## config.mk

```make
export PLATFORM = sky130hd
export DESIGN_NAME = ikbd_pointer_arbiter
export DESIGN_NICKNAME = d
export VERILOG_FILES = /design/src/rtl/ikbd_pointer_arbiter.sv
export SDC_FILE = /design/constraint.sdc
export NUM_CORES = 1
export LEC_CHECK = 0
export ABC_AREA = 1
export ABC_CLOCK_PERIOD_IN_PS = 2300
export CAP_MARGIN = 40
export CELL_PAD_IN_SITES_DETAIL_PLACEMENT = 1
export CELL_PAD_IN_SITES_GLOBAL_PLACEMENT = 1
export CORE_MARGIN = 4
export CORE_UTILIZATION = 31
export CTS_CLUSTER_DIAMETER = 100
export CTS_CLUSTER_SIZE = 28
export DETAILED_ROUTE_END_ITERATION = 16
export HOLD_SLACK_MARGIN = 0.03
export PLACE_DENSITY_LB_ADDON = 0.1
export RECOVER_POWER = 50
export SYNTH_ARGS = -nofsm -noshare
export SYNTH_HDL_FRONTEND = slang
export SYNTH_SLANG_ARGS = --single-unit
```

## constraint.sdc

```tcl
create_clock -name clk -period 2.3 [get_ports clk]
set_clock_uncertainty 0.1 [all_clocks]
set_input_delay 0.23 -clock clk [delete_from_list [all_inputs] [get_ports clk]]
set_output_delay 0.23 -clock clk [all_outputs]
set_load 0.02 [all_outputs]
```

## src/rtl/ikbd_pointer_arbiter.sv

```systemverilog
// rtl/ikbd_pointer_arbiter.sv - registered mouse/joystick-0 arbiter for the 6301 pointer input path
//
// Ports:
//   clk           system clock (2 MHz ikbd clock)
//   res           asynchronous, active-high reset
//   mouse_atari   {right btn, left btn, YB, YA, XB, XA} from the ps2 block
//   joystick0     {fire, R, L, D, U}, active-high
//   force_sel     00/11 auto, 01 force mouse, 10 force joystick
//   mouse_joy     arbitrated pointer value to the port logic (registered)
//   mouse_active  1 = mouse owns (or is about to own) the path
//   switching     1 while a hand-over guard interval is in progress
module ikbd_pointer_arbiter #(
    parameter int HOLDOFF = 200000,
    parameter int GUARD   = 64,
    parameter int CW      = 18
) (
    input  logic       clk,
    input  logic       res,
    input  logic [5:0] mouse_atari,
    input  logic [4:0] joystick0,
    input  logic [1:0] force_sel,
    output logic [5:0] mouse_joy,
    output logic       mouse_active,
    output logic       switching
);

    localparam logic [1:0] ST_MOUSE   = 2'd0;
    localparam logic [1:0] ST_G2JOY   = 2'd1;
    localparam logic [1:0] ST_JOY     = 2'd2;
    localparam logic [1:0] ST_G2MOUSE = 2'd3;

    localparam logic [CW-1:0] HOLD_C     = CW'(HOLDOFF);
    localparam logic [CW-1:0] GUARD_LAST = CW'(GUARD - 1);

    logic [1:0]    state;
    logic [5:0]    last_mouse;
    logic [4:0]    last_joy;
    logic [CW-1:0] idle_cnt;
    logic [CW-1:0] guard_cnt;
    logic          pend;

    logic       in_mouse;
    logic       in_joy;
    logic       owner_state;
    logic       m_act;
    logic       j_act;
    logic       own_act;
    logic       oth_act;
    logic       force_away;
    logic       force_hold;
    logic       auto_sw;
    logic       go_guard;
    logic       guard_done;
    logic [5:0] joy_ext;
    logic [5:0] owner_val;

    assign in_mouse    = (state == ST_MOUSE);
    assign in_joy      = (state == ST_JOY);
    assign owner_state = in_mouse | in_joy;

    assign m_act   = (mouse_atari != last_mouse);
    assign j_act   = (joystick0 != last_joy);
    assign own_act = in_mouse ? m_act : j_act;
    assign oth_act = in_mouse ? j_act : m_act;

    // Forcing away from the current owner bypasses hold-off and pend;
    // forcing toward it pins the path and suppresses auto switches.
    assign force_away = (in_mouse && force_sel == 2'b10) || (in_joy && force_sel == 2'b01);
    assign force_hold = (in_mouse && force_sel == 2'b01) || (in_joy && force_sel == 2'b10);

    assign auto_sw    = pend && (idle_cnt == HOLD_C) && !force_hold;
    assign go_guard   = owner_state && (force_away || auto_sw);
    assign guard_done = !owner_state && (guard_cnt == GUARD_LAST);

    assign joy_ext   = {1'b0, joystick0};
    assign owner_val = in_mouse ? mouse_atari : joy_ext;

    always_ff @(posedge clk or posedge res) begin
        if (res) begin
            state        <= ST_MOUSE;
            mouse_joy    <= 6'b0;
            mouse_active <= 1'b1;
            switching    <= 1'b0;
            last_mouse   <= 6'b0;
            last_joy     <= 5'b0;
            idle_cnt     <= '0;
            guard_cnt    <= '0;
            pend         <= 1'b0;
        end else begin
            last_mouse <= mouse_atari;
            last_joy   <= joystick0;

            if (owner_state) begin
                if (go_guard) begin
                    state        <= in_mouse ? ST_G2JOY : ST_G2MOUSE;
                    guard_cnt    <= '0;
                    pend         <= 1'b0;
                    switching    <= 1'b1;
                    // mouse_active already names the destination owner.
                    mouse_active <= in_joy;
                    // Release buttons, freeze direction/quadrature bits.
                    mouse_joy    <= {2'b00, mouse_joy[3:0]};
                end else begin
                    mouse_joy <= owner_val;

                    if (own_act)
                        idle_cnt <= '0;
                    else if (idle_cnt != HOLD_C)
                        idle_cnt <= idle_cnt + 1'b1;

                    // Owner activity beats a simultaneous non-owner request.
                    if (force_hold || own_act)
                        pend <= 1'b0;
                    else if (oth_act)
                        pend <= 1'b1;
                end
            end else begin
                // Guard: output stays frozen, activity is only tracked in last_*.
                if (guard_done) begin
                    state     <= (state == ST_G2JOY) ? ST_JOY : ST_MOUSE;
                    idle_cnt  <= '0;
                    pend      <= 1'b0;
                    switching <= 1'b0;
                    mouse_joy <= (state == ST_G2JOY) ? joy_ext : mouse_atari;
                end else if (guard_cnt != {CW{1'b1}}) begin
                    guard_cnt <= guard_cnt + 1'b1;
                end
            end
        end
    end

endmodule
```

==> metrics.md, run 1 <==
| Metric | Value |
|---|---|
| DRC Markers | 0 |
| Inserted Diodes | 0 |
| Met2 WL | 5137 µm |
| Worst Path Buf+Inv | 3 |
| Clock slew at reported path FFs | 0.05 ns |
| Commonest cells after routing, fill and taps aside | 191 x nand2_1, 61 x nor2_1, 56 x dfrtp_1, 51 x inv_1, 40 x nand3_1 |
| FF-to-FF setup slack | 0.23 ns |
| RSZ-0062 raised after global routing | no |
| CTS Buf Count | 9 |
| Pin count of the biggest net entering global routing | 58 |
| Critical path startpoint category | flip-flop |
| Seq pwr share | 28.5% |
| Hold Vio Cnt, Final | 0 |
| Num ports | 23 |
| Worst Hold End | mouse_joy[5]$_DFFE_PP0P_ |
| Vias | 3441 |
| Worst setup startpoint | guard_cnt[1]$_DFFE_PP0P_ |
| WL final | 10680 µm |
| Worst Path Required | 2.45 ns |
| FMAX | 483.9 MHz |
| Combinational Power Share | 45.2% |
| Via density per instance | 4.786 |
| Period utilization | 89.86% |
| Highest metal layer with signal wires | met4 |
| Hold depth | 2 |
| Crit path max-delay cell type | dfrtp_1 |
| Cell Int Power | 2.650 mW |
| Synth async-reset ratio | 100.0% |
| Fin. max-slew vios | 58 |
| GPL Wtd Cong | 0.8205 |
| Filler cells | 1455 |
| Critical path, cell by cell | ha_1, nand2_1, nor2_4, inv_2, nor2_2, nand2_2, nand2_4, inv_2, nand2_1, buf_4, nand3_1, o21ai_0 |
| WL per Instance | 14.85 µm |
| Sequential area share after synthesis | 39.14% |
| Cell family contributing the most delay on the critical path | simple AND/OR/NAND/NOR gates |
| Synthesized flop and latch total | 57 |
| Layout cells sized above 1 | 8.681% |
| Port Buffers | 22 |
| Post-route minimum period | 2.067 ns |
| Outcome | complete, but fails checks |
| Final HPWL DP | 7786 µm |
| R2R cell count | 12 |
| Antenna viol nets, final | 0 |
| HP Start | mouse_joy[5]$_DFFE_PP0P_ |
| Worst r2r src | guard_cnt[1]$_DFFE_PP0P_ |
| First-pass GRT wire length | 18220 µm |
| Initial antenna violation count | 0 |
| Cell variety after synth | 30 |
| Total GRT Usage | 17.18% |
| Worst Hold Class | flip-flop to flip-flop |
| Violated checks | max-capacitance violations, max-slew violations |
| Mapped Nets | 551 |
| CP max FO | 10 |
| Fin worst setup slack | 0.2332 ns |
| Psw | 2.012 mW |
| GRT overflow | 0 |
| Core Area | 0.01147 mm² |
| Number of synthesized flops with an enable pin | 0 |
| Max_slew headroom | -0.9669% |
| Clk buf depth | 2 |
| Die area | 0.01357 mm² |
| Peak VDD IR | 0.6519 mV |
| Max-cap violations | 1 |
| Htree depth | 3 |
| CTS Hold Bufs | 0 |
| Worst path max stage delay | 0.37 ns |
| PwrDens | 1053 mW/mm² |
| Post-Synthesis Mean Instance Area | 6.882 µm² |
| CTS root buffer | clkbuf_16 |
| Clock power share | 26.3% |
| Initial core utilization | 31.81% |
| Worst-Margin Slew | 1.515 ns |
| # rows | 39 |
| Vias in the first global route | 3637 |
| Final setup vio count | 0 |
| Sw Ratio | 43.16% |
| Capturing point of the worst reg2reg path | guard_cnt[12]$_DFFE_PP0P_ |
| CTS tree | yes |
| P_leak | 2.060 nW |
| Skew-Pair Late Insertion Delay | 0.33 ns |
| 1st-pass router iterations | 4 |
| Final #Nets | 592 |
| Area grow syn2layout | 21.37% |
| Gate Count Post-Synth | 530 |
| Synth Flop Type | dfrtp_1 |
| DR iter-0 viols | 120 |
| Die Wd | 116.5 µm |
| Final Util | 38.60% |
| TritonCTS Sinks | 57 |
| Syn Std Cell Area | 0.003647 mm² |
| Data arrival, critical path | 2.21 ns |
| Worst setup EP type | flip-flop |
| WL met1 | 5165 µm |
| Worst Path Class, Setup | flip-flop to flip-flop |
| Worst slack, placed | -0.1302 ns |
| Metal3 WL | 256 µm |
| Most common cell after layout, fill and taps aside | nand2_1 |
| Die height | 116.5 µm |
| Yosys warnings | 0 |
-- sequential cells by signal, summed over array words and instances (netlist names) --
signal / cells
guard_cnt: 18
idle_cnt: 18
last_joy: 5
mouse_joy: 6
state: 2
pend: 1
last_mouse: 6
mouse_active: 1
-- cell usage after synthesis (3+ instances only) --
cell type  instances  share of area (%)
nand4_1           11                1.9
o211ai_1           4               0.82
nand2_4            3               0.93
buf_2              5               0.69
clkbuf_1           6               0.62
nand2_1          191                 20
nor3_1            21                2.9
nand3_1           40                5.5
ha_1               6                2.1
dfrtp_1           56                 38
xor2_1            22                5.3
xnor2_1            6                1.4
a21oi_1            5               0.69
inv_1             52                5.4
o21ai_1            4               0.55
nor2_1            62                6.4
o21ai_0           18                2.5
-- per-layer routing --
layer	track usage (%)	vias to the layer above
li1	-	1748
met1	22.51	1651
met2	28.76	29
met3	3.782	13
met4	4.408	0
met5	0	-
-- final cells by class --
type	count	area, µm²	share of cell area (%)
well taps	143	178.9	4.042
multi-input cells	405	1954	44.15
repair buffers	44	395.4	8.932
clock buffers	13	250.2	5.653
flip-flops and latches	57	1428	32.25
inverters	54	202.7	4.579
clock inverters	3	17.52	0.3957
-- stage by stage --
stage               hold WS (ns)  cell area, µm²  power, mW  setup TNS, ns  cells
floorplan                 0.1614            3647      2.669              0    530
global placement          0.3702            4134      3.354      -0.004482    701
detailed placement        0.3864            4134      3.396         -2.057    701
CTS                       0.1914            4402      4.655              0    717
global route              0.4100            4427      5.036              0    719
finish                    0.3918            4427      4.662              0    719
-- worst min-delay path: stages, from the launching register on --
cell and delay, ns:
dfrtp_1 0.35, nand2_1 0.05, nand2_1 0.06
-- kinds of logic (layout without fill, tap and decap cells) --
kind of cell / Yosys count / count (layout) / share of synthesized area, %
DFF: 57 / 57 / 39.14
xor gates and xnor gates: 28 / 28 / 6.724
adders and majority gates: 6 / 6 / 2.058
AOI/OAI and AO/OA: 34 / 34 / 5.112
buffers and inverters: 68 / 114 / 7.684
and+or+nand+nor: 337 / 337 / 39.28
-- worst max-delay path by stage --
stage,to,cells past startpoint
floorplan,idle_cnt[9]$_DFFE_PP0P_,11
detailed placement,idle_cnt[15]$_DFFE_PP0P_,11
CTS,idle_cnt[15]$_DFFE_PP0P_,9
global placement,idle_cnt[14]$_DFFE_PP0P_,11
finish,guard_cnt[12]$_DFFE_PP0P_,12
global route,idle_cnt[15]$_DFFE_PP0P_,11
-- power by group through the flow --
stage	clock (mW)	sequential, mW	combinational [mW]
2_1_floorplan	0	1.38	1.29
3_5_place_dp	0	1.35	2.04
3_3_place_gp	0	1.34	2.01
5_1_grt	1.32	1.36	2.36
6_report	1.23	1.33	2.11
4_1_cts	1.27	1.34	2.05
-- timing repair --
item                                    in CTS  in global routing
setup buffers                                0                  2
endpoints found under the setup margin       0                 21
resized for setup                            0                  2
(Power assumes the default switching activity.)
==> inputs of run 2 (changes only) <==
--- a/config.mk
+++ b/config.mk
@@ -9,10 +9,10 @@
 export ABC_CLOCK_PERIOD_IN_PS = 2300
 export CAP_MARGIN = 40
 export CELL_PAD_IN_SITES_DETAIL_PLACEMENT = 1
-export CELL_PAD_IN_SITES_GLOBAL_PLACEMENT = 1
+export CELL_PAD_IN_SITES_GLOBAL_PLACEMENT = 2
 export CORE_MARGIN = 4
 export CORE_UTILIZATION = 31
-export CTS_CLUSTER_DIAMETER = 100
+export CTS_CLUSTER_DIAMETER = 80
 export CTS_CLUSTER_SIZE = 28
 export DETAILED_ROUTE_END_ITERATION = 16
 export HOLD_SLACK_MARGIN = 0.03
==> run 2 against run 1 <==
Effect of this change: the flow still finishes with violations (max-capacitance violations, max-slew violations); combinational power increased by 5%; worst hold slack got worse by 0.00057 ns; sequential share of layout area decreased by 0.42 points; register-to-register slack worse by 0.03 ns; final cell count stayed put; first-iteration DRC count grew 33%; global-route usage grew 0.78 points; sequential power about the same; worst setup slack worse by 0.028 ns; via count rose by 0.73%; routed wire length grew 0.61%; utilization grew 0.51 points; critical path type unchanged.
==> metrics.md, run 2 (synthesized netlist as in run 1, its figures left out) <==
| Metric | Value |
|---|---|
| Worst setup EP type | flip-flop (unchanged) |
| Period utilization | 91.09% (was 89.86%) |
| Initial antenna violation count | 0 (unchanged) |
| Critical path, cell by cell | inv_1, ha_1, inv_1, o31ai_1, inv_1, nand2_1, nand2_4, nand2_4, nor2_4, buf_12, nand2_1, nand2_1 (was ha_1, nand2_1, nor2_4, inv_2, nor2_2, nand2_2, nand2_4, inv_2, nand2_1, buf_4, nand3_1, o21ai_0) |
| GPL Wtd Cong | 0.8200 (was 0.8205) |
| Worst Path Class, Setup | flip-flop to flip-flop (unchanged) |
| Psw | 2.069 mW (was 2.012 mW) |
| CTS Buf Count | 9 (unchanged) |
| Total GRT Usage | 17.96% (was 17.18%) |
| Worst Path Required | 2.42 ns (was 2.45 ns) |
| Final #Nets | 592 (unchanged) |
| Vias | 3466 (was 3441) |
| Critical path startpoint category | flip-flop (unchanged) |
| WL final | 10740 µm (was 10680 µm) |
| TritonCTS Sinks | 57 (unchanged) |
| R2R cell count | 12 (unchanged) |
| Seq pwr share | 26.6% (was 28.5%) |
| CTS tree | yes (unchanged) |
| Layout cells sized above 1 | 9.375% (was 8.681%) |
| Core Area | 0.01147 mm² (unchanged) |
| Fin. max-slew vios | 58 (unchanged) |
| Cell Int Power | 2.880 mW (was 2.650 mW) |
| Cell family contributing the most delay on the critical path | simple AND/OR/NAND/NOR gates (unchanged) |
| Worst Hold Class | flip-flop to flip-flop (unchanged) |
| Hold slack | 0.3912 ns (was 0.3918 ns) |
| Htree depth | 3 (unchanged) |
| Die Wd | 116.5 µm (unchanged) |
| # rows | 39 (unchanged) |
| Inserted Diodes | 0 (unchanged) |
| 1st-pass router iterations | 4 (unchanged) |
| Clock slew at reported path FFs | 0.05 ns (about the same) |
| Max_slew headroom | -1.419% (was -0.9669%) |
| Crit path depth | 12 (unchanged) |
| Initial core utilization | 31.81% (unchanged) |
| GRT overflow | 0 (unchanged) |
| Post-route cell area | 0.004486 mm² (was 0.004427 mm²) |
| Most common cell after layout, fill and taps aside | nand2_1 (unchanged) |
| Area grow syn2layout | 22.98% (was 21.37%) |
| DR iter-0 viols | 160 (was 120) |
| Outcome | complete, but fails checks (unchanged) |
| Vias in the first global route | 3751 (was 3637) |
| Hold depth | 2 (unchanged) |
| WL per Instance | 14.94 µm (was 14.85 µm) |
| Clk buf depth | 2 (unchanged) |
| Die height | 116.5 µm (unchanged) |
| Placed cell area | 0.004126 mm² (was 0.004134 mm²) |
| P_leak | 2.088 nW (was 2.060 nW) |
| RSZ-0062 raised after global routing | no (unchanged) |
| CTS root buffer | clkbuf_16 (unchanged) |
| Clock power share | 28.6% (was 26.3%) |
| Skew-Pair Late Insertion Delay | 0.33 ns (about the same) |
| Violated checks | max-capacitance violations, max-slew violations (unchanged) |
| CP max FO | 10 (unchanged) |
| FMAX | 477.3 MHz (was 483.9 MHz) |
| Num ports | 23 (unchanged) |
| Final HPWL DP | 7937 µm (was 7786 µm) |
| Via density per instance | 4.821 (was 4.786) |
| DRC Markers | 0 (unchanged) |
| Hold Vio Cnt, Final | 0 (unchanged) |
| Worst Path Buf+Inv | 4 (was 3) |
| Commonest cells after routing, fill and taps aside | 190 x nand2_1, 60 x nor2_1, 56 x dfrtp_1, 51 x inv_1, 40 x nand3_1 (was 191 x nand2_1, 61 x nor2_1, 56 x dfrtp_1, 51 x inv_1, 40 x nand3_1) |
| Pin count of the biggest net entering global routing | 58 (unchanged) |
| Antenna viol nets, final | 0 (unchanged) |
| Final setup vio count | 0 (unchanged) |
| Final Util | 39.12% (was 38.60%) |
| Max-cap violations | 1 (unchanged) |
| PwrDens | 1103 mW/mm² (was 1053 mW/mm²) |
| Worst path max stage delay | 0.41 ns (was 0.37 ns) |
| Worst-Margin Slew | 1.521 ns (was 1.515 ns) |
| Top flop regs | guard_cnt x18, idle_cnt x18 (unchanged) |
| Peak VDD IR | 0.5346 mV (was 0.6519 mV) |
| First-pass GRT wire length | 18880 µm (was 18220 µm) |
| Port Buffers | 22 (unchanged) |
| Post-route minimum period | 2.095 ns (was 2.067 ns) |
| Die area | 0.01357 mm² (unchanged) |
| Crit path max-delay cell type | dfrtp_1 (unchanged) |
| Combinational Power Share | 44.8% (was 45.2%) |
| Data arrival, critical path | 2.22 ns (was 2.21 ns) |
| Sw Ratio | 41.80% (was 43.16%) |
| CTS Hold Bufs | 0 (unchanged) |
[run 2: path summary, 6_finish.rpt]
kind,start,end,slack (ns)
max in group asynchronous,res,mouse_joy[0]$_DFFE_PP0P_,0.44
hold reg to reg,mouse_active$_DFFE_PP1P_,mouse_active$_DFFE_PP1P_,0.39
min in group asynchronous,res,guard_cnt[2]$_DFFE_PP0P_,0.76
setup reg to reg,state[0]$_DFFE_PP0P_,idle_cnt[7]$_DFFE_PP0P_,0.20
setup / recovery,state[0]$_DFFE_PP0P_,idle_cnt[7]$_DFFE_PP0P_,0.20
hold / removal,mouse_active$_DFFE_PP1P_,mouse_active$_DFFE_PP1P_,0.39
[run 2: per-stage QoR]
step | total power [mW] | TNS (ns) | std cells | setup WS (ns)
2_1_floorplan | 2.669 | 0 | 530 | 0.2445
3_3_place_gp | 3.426 | 0 | 700 | 0.03712
3_5_place_dp | 3.457 | -0.1982 | 700 | -0.02927
4_1_cts | 5.021 | 0 | 718 | 0.03363
5_1_grt | 5.350 | 0 | 719 | 0.007192
6_report | 4.949 | 0 | 719 | 0.2049
[run 2: power groups by stage]
| stage | Clock (mW) | Sequential, mW | Combinational [mW] |
|---|---|---|---|
| 6_report | 1.42 | 1.32 | 2.22 |
| 5_1_grt | 1.49 | 1.34 | 2.51 |
| 4_1_cts | 1.46 | 1.32 | 2.24 |
| 3_5_place_dp | 0 | 1.34 | 2.12 |
| 3_3_place_gp | 0 | 1.33 | 2.09 |
| 2_1_floorplan | 0 | 1.38 | 1.29 |
[run 2: cell type report]
| type | instances | area (µm²) |
|---|---|---|
| fill | 1444 | 6982 |
| multi-input combinational | 405 | 1956 |
| sequential | 57 | 1428 |
| timing repair buffer | 44 | 411.6 |
| clock buffer | 14 | 274.0 |
| inverter | 54 | 202.7 |
| tap | 143 | 178.9 |
| clock inverter | 2 | 35.03 |
[run 2: worst register-to-register path, delay by kind of cell, from the launching register on]
kind / cells / cell delay, ns
AOI/OAI and AO/OA: 1 / 0.26
adders and majority gates: 1 / 0.25
DFF: 1 / 0.41
and+or+nand+nor: 6 / 0.53
buffers and inverters: 4 / 0.44
[run 2: routing by layer]
layer	GRT usage [%]	part of all wire, %	vias up
li1	-	-	1759
met1	23.80	49	1665
met2	29.41	47	25
met3	2.953	1.6	17
met4	6.806	2.1	0
met5	0	0	-
[run 2: timing repair]
action | 4_1_cts | 5_1_grt
setup endpoints to repair | 18 | 28
buffers inserted | 2 | 1
pin swaps | 1 | 0
resized for setup | 0 | 6
==> inputs of run 3 (changes only) <==
--- a/config.mk
+++ b/config.mk
@@ -6,10 +6,11 @@
 export NUM_CORES = 1
 export LEC_CHECK = 0
 export ABC_AREA = 1
-export ABC_CLOCK_PERIOD_IN_PS = 2300
+export ABC_CLOCK_PERIOD_IN_PS = 2400
 export CAP_MARGIN = 40
 export CELL_PAD_IN_SITES_DETAIL_PLACEMENT = 1
 export CELL_PAD_IN_SITES_GLOBAL_PLACEMENT = 2
+export CORE_ASPECT_RATIO = 0.7
 export CORE_MARGIN = 4
 export CORE_UTILIZATION = 31
 export CTS_CLUSTER_DIAMETER = 80
==> constraint.sdc (replaced) <==
create_clock -name clk -period 2.4 [get_ports clk]
set_clock_uncertainty 0.1 [all_clocks]
set_input_delay 0.24 -clock clk [delete_from_list [all_inputs] [get_ports clk]]
set_output_delay 0.24 -clock clk [all_outputs]
set_load 0.02 [all_outputs]
==> run 3 against run 2 <==
Effect of this change: the flow now finishes without violations; routed wire length increased by 1.8%; sequential share of layout area grew 0.41 points; global-route usage fell by 0.50 points; flip-flop and latch count stayed put; utilization up 0.24 points; critical endpoint is now idle_cnt[10]$_DFFE_PP0P_; highest routed layer unchanged.
==> metrics.md, run 3 (synthesized netlist as in run 1, its figures left out) <==
| Metric | Value |
|---|---|
| Hold Vio Cnt, Final | 0 (unchanged) |
| P_leak | 2.048 nW (was 2.088 nW) |
| DRC Markers | 0 (unchanged) |
| Register area | 0.001428 mm² (unchanged) |
| Commonest cells after routing, fill and taps aside | 190 x nand2_1, 61 x nor2_1, 56 x dfrtp_1, 52 x inv_1, 40 x nand3_1 (was 190 x nand2_1, 60 x nor2_1, 56 x dfrtp_1, 51 x inv_1, 40 x nand3_1) |
| 1st-pass router iterations | 4 (unchanged) |
| Crit path max-delay cell type | dfrtp_1 (unchanged) |
| GPL Wtd Cong | 0.8742 (was 0.8200) |
| Critical path startpoint category | flip-flop (unchanged) |
| Psw | 1.969 mW (was 2.069 mW) |
| Combinational Power Share | 44.0% (was 44.8%) |
| Fin. max-slew vios | 0 (was 58) |
| CP max FO | 17 (was 10) |
| Num ports | 23 (unchanged) |
| First-pass GRT wire length | 18640 µm (was 18880 µm) |
| PwrDens | 1041 mW/mm² (was 1103 mW/mm²) |
| Worst Path Class, Setup | flip-flop to flip-flop (unchanged) |
| Most common cell after layout, fill and taps aside | nand2_1 (unchanged) |
| Final #Nets | 586 (was 592) |
| Die height | 98.75 µm (was 116.5 µm) |
| Die area | 0.01359 mm² (was 0.01357 mm²) |
| Inserted Diodes | 0 (unchanged) |
| Crit path top cell by count | nand2_1 |
| Area grow syn2layout | 21.41% (was 22.98%) |
| Worst-Margin Slew | 0.8570 ns (was 1.521 ns) |
| Layout cells sized above 1 | 8.070% (was 9.375%) |
| GRT Max-Usage Layer | met2 (unchanged) |
| Clock slew at reported path FFs | 0.06 ns (was 0.05 ns) |
| Top flop regs | guard_cnt x18, idle_cnt x18 (unchanged) |
| Die Wd | 137.6 µm (was 116.5 µm) |
| CTS root buffer | clkbuf_16 (unchanged) |
| CTS tree | yes (unchanged) |
| # rows | 32 (was 39) |
| Clk buf depth | 2 (unchanged) |
| Worst Path Required | 2.51 ns (was 2.42 ns) |
| Initial antenna violation count | 0 (unchanged) |
| Total GRT Usage | 17.46% (was 17.96%) |
| Sw Ratio | 42.70% (was 41.80%) |
| Post-route minimum period | 2.230 ns (was 2.095 ns) |
| CTS Buf Count | 9 (unchanged) |
| WL final | 10930 µm (was 10740 µm) |
| Outcome | completed (was complete, but fails checks) |
| Max_slew headroom | 42.81% (was -1.419%) |
| GR Util met3 | 3.827% (was 2.953%) |
| Antenna viol nets, final | 0 (unchanged) |
| DR iter-0 viols | 148 (was 160) |
| Worst Path Buf+Inv | 3 (was 4) |
| Final HPWL DP | 8212 µm (was 7937 µm) |
| Via density per instance | 4.733 (was 4.821) |
| Skew-Pair Late Insertion Delay | 0.33 ns (about the same) |
| Period utilization | 92.90% (was 91.09%) |
| Port Buffers | 22 (unchanged) |
| Final setup vio count | 0 (unchanged) |
| Max-cap violations | 0 (was 1) |
| GRT overflow | 0 (unchanged) |
| Core Area | 0.01125 mm² (was 0.01147 mm²) |
| Area of the multi-input gates | 0.001949 mm² (was 0.001956 mm²) |
| Vias in the first global route | 3608 (was 3751) |
| WL per Instance | 15.12 µm (was 14.94 µm) |
| Vias | 3422 (was 3466) |
| Critical path, cell by cell | inv_1, ha_1, buf_4, nor2_1, nand4_1, a21oi_1, nor2_4, buf_12, nand2_1, nand2_1 (was inv_1, ha_1, inv_1, o31ai_1, inv_1, nand2_1, nand2_4, nand2_4, nor2_4, buf_12, nand2_1, nand2_1) |
| R2R cell count | 10 (was 12) |
| Power, Total | 4.610 mW (was 4.949 mW) |
| Peak VDD IR | 0.4693 mV (was 0.5346 mV) |
| FMAX | 448.5 MHz (was 477.3 MHz) |
| Htree depth | 3 (unchanged) |
| TritonCTS Sinks | 57 (unchanged) |
| GR Util met1 | 25.95% (was 23.80%) |
| Filler cells | 1420 (was 1444) |
| Hold slack | 0.3790 ns (was 0.3912 ns) |
| Worst Hold Class | flip-flop to flip-flop (unchanged) |
| Worst path max stage delay | 0.40 ns (was 0.41 ns) |
| Hold depth | 2 (unchanged) |
| Data arrival, critical path | 2.34 ns (was 2.22 ns) |
| Initial core utilization | 32.42% (was 31.81%) |
| Cell family contributing the most delay on the critical path | simple AND/OR/NAND/NOR gates (unchanged) |
| Worst setup EP type | flip-flop (unchanged) |
| Cell Int Power | 2.642 mW (was 2.880 mW) |
| Setup TNS | 0 ns (unchanged) |
| Pin count of the biggest net entering global routing | 27 (was 58) |
| Seq pwr share | 27.6% (was 26.6%) |
| Clock power share | 28.4% (was 28.6%) |
| Crit path depth | 10 (was 12) |
| Met2 GRT Util | 26.16% (was 29.41%) |
| CTS Hold Bufs | 0 (unchanged) |
-- run 3: final timing paths --
check                                    startpoint                       end  slack [ns]
max                            state[0]$_DFFE_PP0P_  idle_cnt[10]$_DFFE_PP0P_        0.17
max reg2reg                    state[0]$_DFFE_PP0P_  idle_cnt[10]$_DFFE_PP0P_        0.17
min reg2reg                mouse_joy[2]$_DFFE_PP0P_  mouse_joy[2]$_DFFE_PP0P_        0.38
max in group asynchronous                       res   last_mouse[1]$_DFF_PP0_        0.56
min                        mouse_joy[2]$_DFFE_PP0P_  mouse_joy[2]$_DFFE_PP0P_        0.38
min in group asynchronous                       res   idle_cnt[4]$_DFFE_PP0P_        0.43
-- run 3: stage by stage --
stage / instances / utilization, % / cell area (µm²) / setup WS, ns
finish: 723 / 39.36 / 4428 / 0.1704
global route: 723 / 39.36 / 4428 / -0.002438
CTS: 722 / 39.28 / 4419 / 0.1103
detailed placement: 706 / 36.63 / 4121 / 0.07743
global placement: 706 / 36.63 / 4121 / 0.1112
floorplan: 530 / - / 3647 / 0.3445
-- run 3: power by group through the flow --
| stage | clock network (mW) | logic [mW] | registers, mW |
|---|---|---|---|
| floorplan | 0 | 1.23 | 1.33 |
| global placement | 0 | 1.99 | 1.29 |
| detailed placement | 0 | 2.00 | 1.29 |
| CTS | 1.35 | 2.01 | 1.28 |
| global route | 1.39 | 2.28 | 1.30 |
| finish | 1.31 | 2.03 | 1.27 |
-- run 3: layout make-up --
type                       instances  share of cell area, %
clock buffer                      11                  5.482
inverter                          54                  4.578
sequential                        57                  32.24
timing repair buffer              38                  8.110
clock inverter                     5                  1.243
tap                              153                  4.323
multi-input combinational        405                  44.02
-- run 3: what timing repair did --
item / 4_1_cts / 5_1_grt
setup endpoints to repair: 0 / 32
buffers inserted: 0 / 1
gates resized for setup: 0 / 2
-- run 3: layer usage --
layer	share of wire, %	vias to the layer above	wire length [µm]
met3	3.0	7	325
met2	43	35	4656
met1	54	1645	5881
li1	-	1735	-
met5	0	-	0
met4	0.65	0	71
-- run 3: tightest hold or removal path, delay by kind of cell (launching register included) --
family / cells / cell delay (ns)
flops: 1 / 0.34
simple gates: 2 / 0.11
